[src/rtl/cp0_tlb_seq.sv]
// rtl/cp0_tlb_seq.sv - sequences TLBP/TLBR/TLBWI from WB into the CP0 TLB interface
module cp0_tlb_seq #(
    parameter int TLBP_LAT = 2,
    parameter int TLBR_LAT = 1
) (
    input  logic        clk,
    input  logic        resetn,
    input  logic        req_valid,
    input  logic [2:0]  req_op,
    input  logic [31:0] req_pc,
    output logic        req_ready,
    input  logic        exc_flush,
    output logic [2:0]  tlb_op,
    output logic        tlb_busy,
    output logic        done,
    output logic        refetch_valid,
    output logic [31:0] refetch_pc
);

    // One-hot bit positions of the TLB operations on req_op / tlb_op.
    localparam int TLBOP_TLBP  = 0;
    localparam int TLBOP_TLBR  = 1;
    localparam int TLBOP_TLBWI = 2;

    localparam logic [2:0] OP_TLBP  = 3'(1 << TLBOP_TLBP);
    localparam logic [2:0] OP_TLBR  = 3'(1 << TLBOP_TLBR);
    localparam logic [2:0] OP_TLBWI = 3'(1 << TLBOP_TLBWI);

    localparam int MAX_LAT = (TLBP_LAT > TLBR_LAT) ? TLBP_LAT : TLBR_LAT;
    localparam int CW      = $clog2(MAX_LAT) + 1;

    typedef enum logic [1:0] {
        S_IDLE,
        S_ISSUE,
        S_WAIT,
        S_DONE
    } state_t;

    state_t         state;
    state_t         state_next;
    logic [2:0]     op_q;
    logic [31:0]    pc_q;
    logic [31:0]    rpc_q;
    logic [CW-1:0]  cnt;
    logic [CW-1:0]  cnt_next;
    logic [CW-1:0]  lat_m1;
    logic           op_legal;
    logic           op_refetch;
    logic           accept;

    // Decode the latched op: legality, remaining-latency preload, and refetch need.
    always_comb begin
        op_legal   = (op_q == OP_TLBP) || (op_q == OP_TLBR) || (op_q == OP_TLBWI);
        op_refetch = (op_q == OP_TLBWI) || (op_q == OP_TLBR);
        lat_m1     = '0;
        if (op_q == OP_TLBP) begin
            lat_m1 = CW'(TLBP_LAT - 1);
        end else if (op_q == OP_TLBR) begin
            lat_m1 = CW'(TLBR_LAT - 1);
        end
    end

    // Next-state and pulse outputs; everything is forced quiet while reset is held.
    always_comb begin
        state_next    = state;
        cnt_next      = cnt;
        tlb_op        = 3'b000;
        done          = 1'b0;
        refetch_valid = 1'b0;
        req_ready     = 1'b0;
        accept        = 1'b0;
        case (state)
            S_IDLE: begin
                req_ready = ~exc_flush;
                if (req_valid && !exc_flush) begin
                    accept     = 1'b1;
                    state_next = S_ISSUE;
                end
            end
            S_ISSUE: begin
                // Illegal (zero or multi-hot) ops run the sequence without touching the TLB.
                tlb_op     = op_legal ? op_q : 3'b000;
                cnt_next   = lat_m1;
                state_next = (lat_m1 != '0) ? S_WAIT : S_DONE;
            end
            S_WAIT: begin
                cnt_next = cnt - CW'(1);
                if (cnt_next == '0) begin
                    state_next = S_DONE;
                end
            end
            S_DONE: begin
                done          = 1'b1;
                refetch_valid = op_legal && op_refetch && !exc_flush;
                state_next    = S_IDLE;
            end
            default: begin
                state_next = S_IDLE;
            end
        endcase
        if (!resetn) begin
            tlb_op        = 3'b000;
            done          = 1'b0;
            refetch_valid = 1'b0;
            req_ready     = 1'b0;
            accept        = 1'b0;
        end
    end

    assign tlb_busy   = resetn && (state != S_IDLE);
    assign refetch_pc = resetn ? rpc_q : 32'h0000_0000;

    // State, latency counter, latched request and the held refetch target.
    always_ff @(posedge clk) begin
        if (!resetn) begin
            state <= S_IDLE;
            cnt   <= '0;
            op_q  <= 3'b000;
            pc_q  <= 32'h0000_0000;
            rpc_q <= 32'h0000_0000;
        end else begin
            state <= state_next;
            cnt   <= cnt_next;
            if (accept) begin
                op_q <= req_op;
                pc_q <= req_pc;
            end
            // Load the target on entry to DONE so it is visible during the DONE cycle.
            if (state != S_DONE && state_next == S_DONE) begin
                rpc_q <= pc_q + 32'd4;
            end
        end
    end

endmodule

[config.mk]
export PLATFORM = sky130hd
export DESIGN_NAME = cp0_tlb_seq
export DESIGN_NICKNAME = d
export VERILOG_FILES = /design/src/rtl/cp0_tlb_seq.sv
export SDC_FILE = /design/constraint.sdc
export NUM_CORES = 1
export LEC_CHECK = 0
export BUFFER_PORTS_ARGS = -buffer_cell sky130_fd_sc_hd__buf_2
export CORE_ASPECT_RATIO = 0.7
export CORE_MARGIN = 8
export CORE_UTILIZATION = 40
export CTS_CLUSTER_SIZE = 16
export DETAILED_ROUTE_END_ITERATION = 7
export PLACE_DENSITY = 0.69
export SYNTH_ARGS = -nofsm -noshare
export SYNTH_HDL_FRONTEND = slang
export SYNTH_SLANG_ARGS = --single-unit
[constraint.sdc]
create_clock -name clk -period 2.2 [get_ports clk]
set_input_delay 0.44 -clock clk [delete_from_list [all_inputs] [get_ports clk]]
set_output_delay 0.44 -clock clk [all_outputs]
set_load 0.005 [all_outputs]
-- Word-level counts from Yosys, hierarchy flattened
Index checks and enable logic that the tools add are counted.
- add/sub/neg operators: 2
- eq/ne operators: 8
- mux-type cells: 19
- bitwise gates (word level): 1
- reductions and logical operators: 14
- operators with widths (kind ; count):
    $add A32 B3 Y32 const B ; 1
    $mux W32 ; 1
    $mux W1 ; 11
    $mux W3 ; 3
    $pmux W2 S4 ; 1
    $eq A2 B2 Y1 const B ; 3
    $reduce_bool A2 Y1 ; 3
    $logic_and A1 B1 Y1 ; 5
    $logic_not A2 Y1 ; 2
    $mux W2 ; 2
    $pmux W2 S2 ; 1
    $eq A3 B1 Y1 const B ; 1
    $eq A3 B2 Y1 const B ; 1
    $eq A3 B3 Y1 const B ; 1
    $logic_or A1 B1 Y1 ; 3
    $eq A2 B1 Y1 const B ; 1
    $ne A2 B2 Y1 const B ; 1
    $sub A2 B1 Y2 const B ; 1
    $logic_not A1 Y1 ; 1
    $not A1 Y1 ; 1
- register bits after elaboration: 71
- input port bits: 39
- output and inout bits: 39
- logic and storage cells: 49

-- Logic depth before layout (Yosys ltp)
Gate-level depths: netlist (run 1).
- word-level depth: 7
- gate-level depth with buffers: 11
- mapped depth without buffers: 6

-- Least setup slack after synthesis (run 1)
No wires, ideal clock.
- path type: register -> register
- start point: register state[0]
- end point: register rpc_q[27]
- library setup time: 140 ps
- data arrival time: 2093 ps
- data required time: 2060 ps
- path slack: -33 ps
- stages on the path, launching flop included: 11
- path buffers: 4
- period minus slack after synthesis: 2233 ps
- cells stage by stage: dfxtp_1 inv_1 ha_1 clkbuf_1 and3b_1 clkbuf_1 a211o_1 buf_2 nand3_1 clkbuf_1 a32oi_1
- longest elaborated chain between the ends: 4
- elaborated cells on any way between the ends: 10
- classes of those cells: eq/ne (5); mux (3); reduce/logical (2)
- ends and longest elaborated chain (element ; line ; source):
    start: declaration ; 39 ; state_t state;
    start signal: assignment ; 122 ; state <= state_next;
    $eq A2 B2 Y1 (tied with other cells) ; 72 ; case (state)
    $pmux W2 S4 ; 72 ;
    $eq A2 B2 Y1 ; 129 ; if (state != S_DONE && state_next == S_DONE) begin
    $logic_and A1 B1 Y1 (*) ; 129 ;
    end signal: assignment ; 130 ; rpc_q <= pc_q + 32'd4;
    end: declaration ; 43 ; logic [31:0] rpc_q;
Every way passes the cells marked *; elsewhere a longest branch is shown, timed or not.
A chain may end at the register's enable or synchronous reset.

-- Worst setup path in the final report (run 1)
- start point: register pc_q[11]
- end point: register rpc_q[25]
- longest elaborated chain between the ends: 1
- ends and longest elaborated chain (element ; line ; source):
    start: declaration ; 42 ; logic [31:0] pc_q;
    start signal: assignment ; 126 ; pc_q <= req_pc;
    $add A32 B3 Y32 ; 130 ;
Every way passes these cells.

==> results of run 1 <==
-- cell type report --
type                            count  share of cell area [%]
Sequential cell                    71                    33.3
Timing Repair Buffer               95                    12.2
Clock inverter                      2                   0.880
Clock buffer                       14                    6.42
Multi-Input combinational cell    303                    41.6
Tap cell                          105                    3.08
Inverter                           28                    2.46
-- layout by cell type, fill, tap and decap left out, types with 2 or more instances in the layout --
cell type / synthesis / final
dfxtp_1: 71 / 70
nor2_1: 8 / 8
a211oi_1: 9 / 8
o31ai_1: 14 / 14
nand3_1: 12 / 12
buf_2: 5 / 77
or4_1: 18 / 18
a32oi_1: 16 / 16
xor2_1: 2 / 2
nor3_1: 5 / 5
nor3b_2: 0 / 2
clkbuf_16: 0 / 9
and4_1: 2 / 2
and3_1: 2 / 2
a21oi_1: 49 / 49
ha_1: 6 / 5
a2bb2oi_1: 3 / 3
nand4_1: 6 / 6
nand2b_1: 4 / 4
nand2_1: 98 / 98
clkbuf_8: 0 / 3
clkbuf_1: 22 / 2
and2_1: 16 / 16
inv_1: 27 / 27
a31oi_1: 6 / 6
xnor2_1: 11 / 11
buf_4: 0 / 18
-- critical path, delay by kind of cell, from the launching register on --
family | cells | cell delay [ns]
buffers and inverters | 1 | 0.22
DFF | 1 | 0.42
AOI/OAI and AO/OA | 1 | 0.20
and+or+nand+nor | 3 | 1.16
-- power by group --
part | internal (mW) | switching [mW]
combinational | 0.341 | 0.484
sequential | 1.45 | 0.116
clock | 0.971 | 0.536
-- cells by family after synthesis --
kind of cell	share of synthesized area [%]
xor+xnor	3.34
compound gates	19.2
buf+inv	6.80
mux	0.331
simple gates	26.4
flops	41.7
fa+ha+maj	2.20
-- layer usage --
layer	up-vias	share of wire (%)	wire (µm)	track usage, %
met5	-	0	0	0
met4	0	0.45	43	3.19
met3	11	9.6	920	7.10
met2	123	42	4030	23.8
met1	1502	48	4620	23.7
li1	1680	-	-	-
-- path summary, 6_finish.rpt --
| check | startpoint | end | slack (ns) | depth (start not counted) |
|---|---|---|---|---|
| max | pc_q[11] | rpc_q[25] | 0.11 | 5 |
| min | req_pc[17] | pc_q[17] | 0.34 | 3 |
| max reg2reg | pc_q[11] | rpc_q[25] | 0.11 | 5 |
| min reg2reg | pc_q[1] | pc_q[1] | 0.46 | 2 |
-- registers in the layout (all words and copies together), names as in the netlist --
register	cells
cnt	2
op_q	3
pc_q	32
rpc_q	32
state	2
-- metrics by stage --
step           worst slack [ns]  setup TNS [ns]  total power [mW]  utilization [%]  hold slack, ns
3_5_place_dp              0.142               0              2.40             47.0           0.451
3_3_place_gp              0.229               0              2.37             47.0           0.443
6_report                  0.110               0              3.90             51.0           0.338
4_1_cts                  0.0764               0              3.92             50.7           0.331
2_1_floorplan            0.0132               0              2.11                -           0.437
5_1_grt                -0.00498        -0.00498              4.12             51.0           0.337
==> flow_summary.yaml, run 1 <==
status:
  status: "finished, final reports clean"
critical_path:
  required_ns: 2.45
  cp_max_fo: 26
  cp-start-kind: "register"
  cp_cell_sequence: "nand4_2 -> or4_1 -> buf_4 -> or4_1 -> a32oi_1"
  critPathKind: "register to register"
  max_stage_delay_ns: 0.51
  critPathCaptureType: "register"
  cp_common_cell: "or4_1"
  crit_path_top_delay_cell: "or4_1"
  critPathArrivalTime_ns: 2.34
drt:
  drcViolationCount: 0
  vias_per_cell: 5.37
  wirelength_um: 9610
  ant_nets: 0
  drt-initial-drc-count: 246
  vias: 3316
  first_pass_iters: 5
  avgRoutedWirePerCell_um: 15.5
synthesis:
  synth_edf_count: 0
  synth.area.top_cells: "dfxtp_1, nand2_1, a21oi_1"
  synth_seq_cells: 71
  ys_types: 39
  syn_area_per_cell_um2: 7.88
  syn-instance-count: 432
  yosysSeqAreaShare_pct: 41.7
  syn-num-nets: 477
  yosysTopAreaCellShare_pct: 41.7
  synth_warnings: 0
  synthFlopType: "dfxtp_1"
  syn-cell-area_um2: 3410
  synth.top_cells.by_count: "nand2_1, dfxtp_1, a21oi_1, inv_1, clkbuf_1"
  post-synth-top-count-cell: "nand2_1"
  yosys.area.top_type: "dfxtp_1"
  synthArstFlopShare_pct: 0
sta:
  setup_viol: 0
  finalMaxSlewViolations: 0
  relSlewSlack_pct: 74.2
  skew_ns: 0.00939
  finalHoldViolCount: 0
  worst_pin_slew_ns: 0.387
  period_needed_ns: 2.09
  max_freq_ghz: 0.478
  timing.final.crit_share_pct: 95.0
floorplan:
  pin_count: 78
  core_area_um2: 8370
  start_util_pct: 40.7
  die-height_um: 93.2
  num_rows: 28
  die_w_um: 126
  dieArea_um2: 11800
clock_network:
  worstSkewPairLatency_ns: 0.34
  postCtsHoldBufs: 0
  cts_setup_buffers: 0
  clk_path_buf_depth: 2
  clkTransAtPathRegs_ns: 0.06
  root_buffer: "clkbuf_16"
  htree_levels: 3
  clock-sinks: 71
  cts_tree: "yes"
  ctsResizeCount: 0
  cts_buffers: 9
power_and_ir_drop:
  p_leak_nw: 1.81
  powerDensity_nw_per_um2: 914
  irDropWorstVdd_v: 0.000468
grt:
  grt_pass1_vias: 3140
  grt_usage_pct: 16.9
  grt_overflow_total: 0
  grt_pass1_wl_um: 16000
  grt_start_max_net_pins: 36
  antenna_found_initial: 0
placed_design:
  place_hpwl_um: 6790
  portBuffers: 77
  gp_congestion: 0.820
  place_area_um2: 3930
  dp_cells: 602
cells_and_area:
  diodes: 0
  design_area_um2: 4270
  layoutNonFillerInstCount: 618
  seq_area_um2: 1420
  drive_above_1_share_pct: 23.0
  area_growth_pct: 25.3
  fillers: 823
  num-nets-final: 553
  multi_input_area_um2: 1780
min_path:
  min_path_type: "primary input to register"
flow_run:
  max_cap_viol_count: 0
Power figures use the tool's default switching activity.
==> run 2: changes to the inputs <==
--- a/config.mk
+++ b/config.mk
@@ -8,10 +8,10 @@
 export BUFFER_PORTS_ARGS = -buffer_cell sky130_fd_sc_hd__buf_2
 export CORE_ASPECT_RATIO = 0.7
 export CORE_MARGIN = 8
-export CORE_UTILIZATION = 40
+export CORE_UTILIZATION = 49
 export CTS_CLUSTER_SIZE = 16
 export DETAILED_ROUTE_END_ITERATION = 7
-export PLACE_DENSITY = 0.69
+export PLACE_DENSITY = 0.8
 export SYNTH_ARGS = -nofsm -noshare
 export SYNTH_HDL_FRONTEND = slang
 export SYNTH_SLANG_ARGS = --single-unit
==> run 2 against run 1 <==
Effect of this change:
- core utilization up 11 points
- register-to-register slack improved by 0.05 ns
- design area is 2.1% lower
- largest cell class unchanged
- global-route usage increased by 2.6 points
- largest power group unchanged
- power decreased by 6.1%
- hold slack worse by 0.012 ns
- clock power fell by 16%
- first-iteration DRC count is 21% lower
- cell count shrank 1.8%
==> flow_summary.yaml, run 2 (synthesis results as in run 1) <==
power_and_ir_drop:
  p_total_mw: 3.66
  p_leak_nw: 1.78
  irDropWorstVdd_v: 0.000546
  powerDensity_nw_per_um2: 876
sta:
  period_needed_ns: 2.12
  setup_viol: 0
  finalMaxSlewViolations: 0
  timing.final.crit_share_pct: 96.4
  relSlewSlack_pct: 69.4
  max_freq_ghz: 0.472
  fin_tns_setup_ns: 0
  worst_pin_slew_ns: 0.457
  rsz0062_at_grt: "no"
  skew_ns: 0.00968
  fin_hold_ws_ns: 0.327
  setup_ws_ns: 0.0799
  finalHoldViolCount: 0
critical_path:
  max_stage_delay_ns: 0.37
  crit_start: "state[1]"
  path_delay_family: "simple AND/OR/NAND/NOR gates"
  cp-start-kind: "register"
  critPathCaptureType: "output pin"
  critPathKind: "register to output pin"
  crit_path_top_delay_cell: "or3_4"
  cp_max_fo: 3
  cp_cell_sequence: "inv_2 -> ha_2 -> inv_1 -> or3_4 -> nor3b_1 -> buf_2"
  required_ns: 1.76
  cp.buffers_inverters: 3
  critPathArrivalTime_ns: 1.68
  r2r-start: "pc_q[7]"
cells_and_area:
  postLayoutCoreUtil_pct: 61.8
  layout_common_cells: "nand2_1, buf_2, dfxtp_1, a21oi_1, inv_1"
  design_area_um2: 4180
  layoutNonFillerInstCount: 607
  largestRegisters: "pc_q (32), rpc_q (32), op_q (3)"
  diodes: 0
  area_growth_pct: 22.7
  mostFrequentLayoutCell: "nand2_1"
  num-nets-final: 553
  drive_above_1_share_pct: 23.4
floorplan:
  num_rows: 25
  start_util_pct: 50.4
  die_w_um: 116
  die-height_um: 85.8
  dieArea_um2: 9920
  core_area_um2: 6760
  pin_count: 78
clock_network:
  postCtsHoldBufs: 0
  clk_path_buf_depth: 2
  clock-sinks: 71
  worstSkewPairLatency_ns: 0.35
  clkTransAtPathRegs_ns: 0.08
  htree_levels: 3
  cts_tree: "yes"
  cts_buffers: 9
  root_buffer: "clkbuf_8"
min_path:
  min_path_type: "primary input to register"
  hold_start: "req_pc[9]"
grt:
  grt_overflow_total: 0
  grt_pass1_wl_um: 15600
  grt_usage_pct: 19.6
  grt_pass1_vias: 3264
  grt_start_max_net_pins: 36
  antenna_found_initial: 0
placed_design:
  dp_cells: 591
  portBuffers: 77
  gp_congestion: 0.832
  place_area_um2: 3920
  place_hpwl_um: 6680
  place_ws_ns: 0.166
drt:
  ant_nets: 0
  first_pass_iters: 4
  drcViolationCount: 0
  avgRoutedWirePerCell_um: 15.4
  wirelength_um: 9370
  drt-initial-drc-count: 195
  vias: 3304
  vias_per_cell: 5.44
flow_run:
  max_cap_viol_count: 0
status:
  status: "finished, final reports clean"
## run 2: cell count changes in the layout (fill, tap and decap cells not counted), moves of 2 or more
cell       previous run  this run
bufinv_16             1         3
clkbuf_1              2         0
clkbuf_16             9         0
clkbuf_8              3        10
clkinv_2              0         2
## run 2: area by class of cell
class	count	area [µm²]
timing repair buffer	95	520
fill	626	2580
clock buffer	10	138
multi-input combinational	303	1770
tap	94	118
clock inverter	6	108
inverter	28	105
sequential	71	1420
## run 2: what timing repair did
action                                  4_1_cts  5_1_grt
gates cloned                                  0        0
resized for setup                             2        4
setup buffers                                 0        0
endpoints found under the setup margin        1        6
## run 2: power breakdown
part           internal, mW  total, mW  switching, mW  leakage (nW)
registers              1.45       1.57          0.114         0.578
logic                 0.334      0.828          0.493          1.08
clock network         0.780       1.27          0.488         0.122
total                  2.56       3.66           1.10          1.78
## run 2: worst min-delay path: cells and delay by family
| kind | cells | cell delay (ns) |
|---|---|---|
| AND/OR/NAND/NOR | 1 | 0.04 |
| buffers and inverters | 1 | 0.09 |
| AO/OA/AOI/OAI | 1 | 0.05 |
## run 2: worst paths after layout
kind                                   to  slack [ns]  cells after the start
worst max-delay path            tlb_op[2]        0.08                      6
worst min-delay path              pc_q[9]        0.33                      3
worst max register to register  rpc_q[19]        0.16                      5
worst min register to register     cnt[1]        0.47                      2
## run 2: per-layer routing
metal  wire length, µm  up-vias  global-route usage (%)  share of wire, %
li1                  -     1674                       -                 -
met5                 0        -                       0                 0
met2              4090      111                    30.5                44
met4                90        0                    5.63              0.96
met3               854        8                    5.47               9.1
met1              4340     1511                    25.7                46
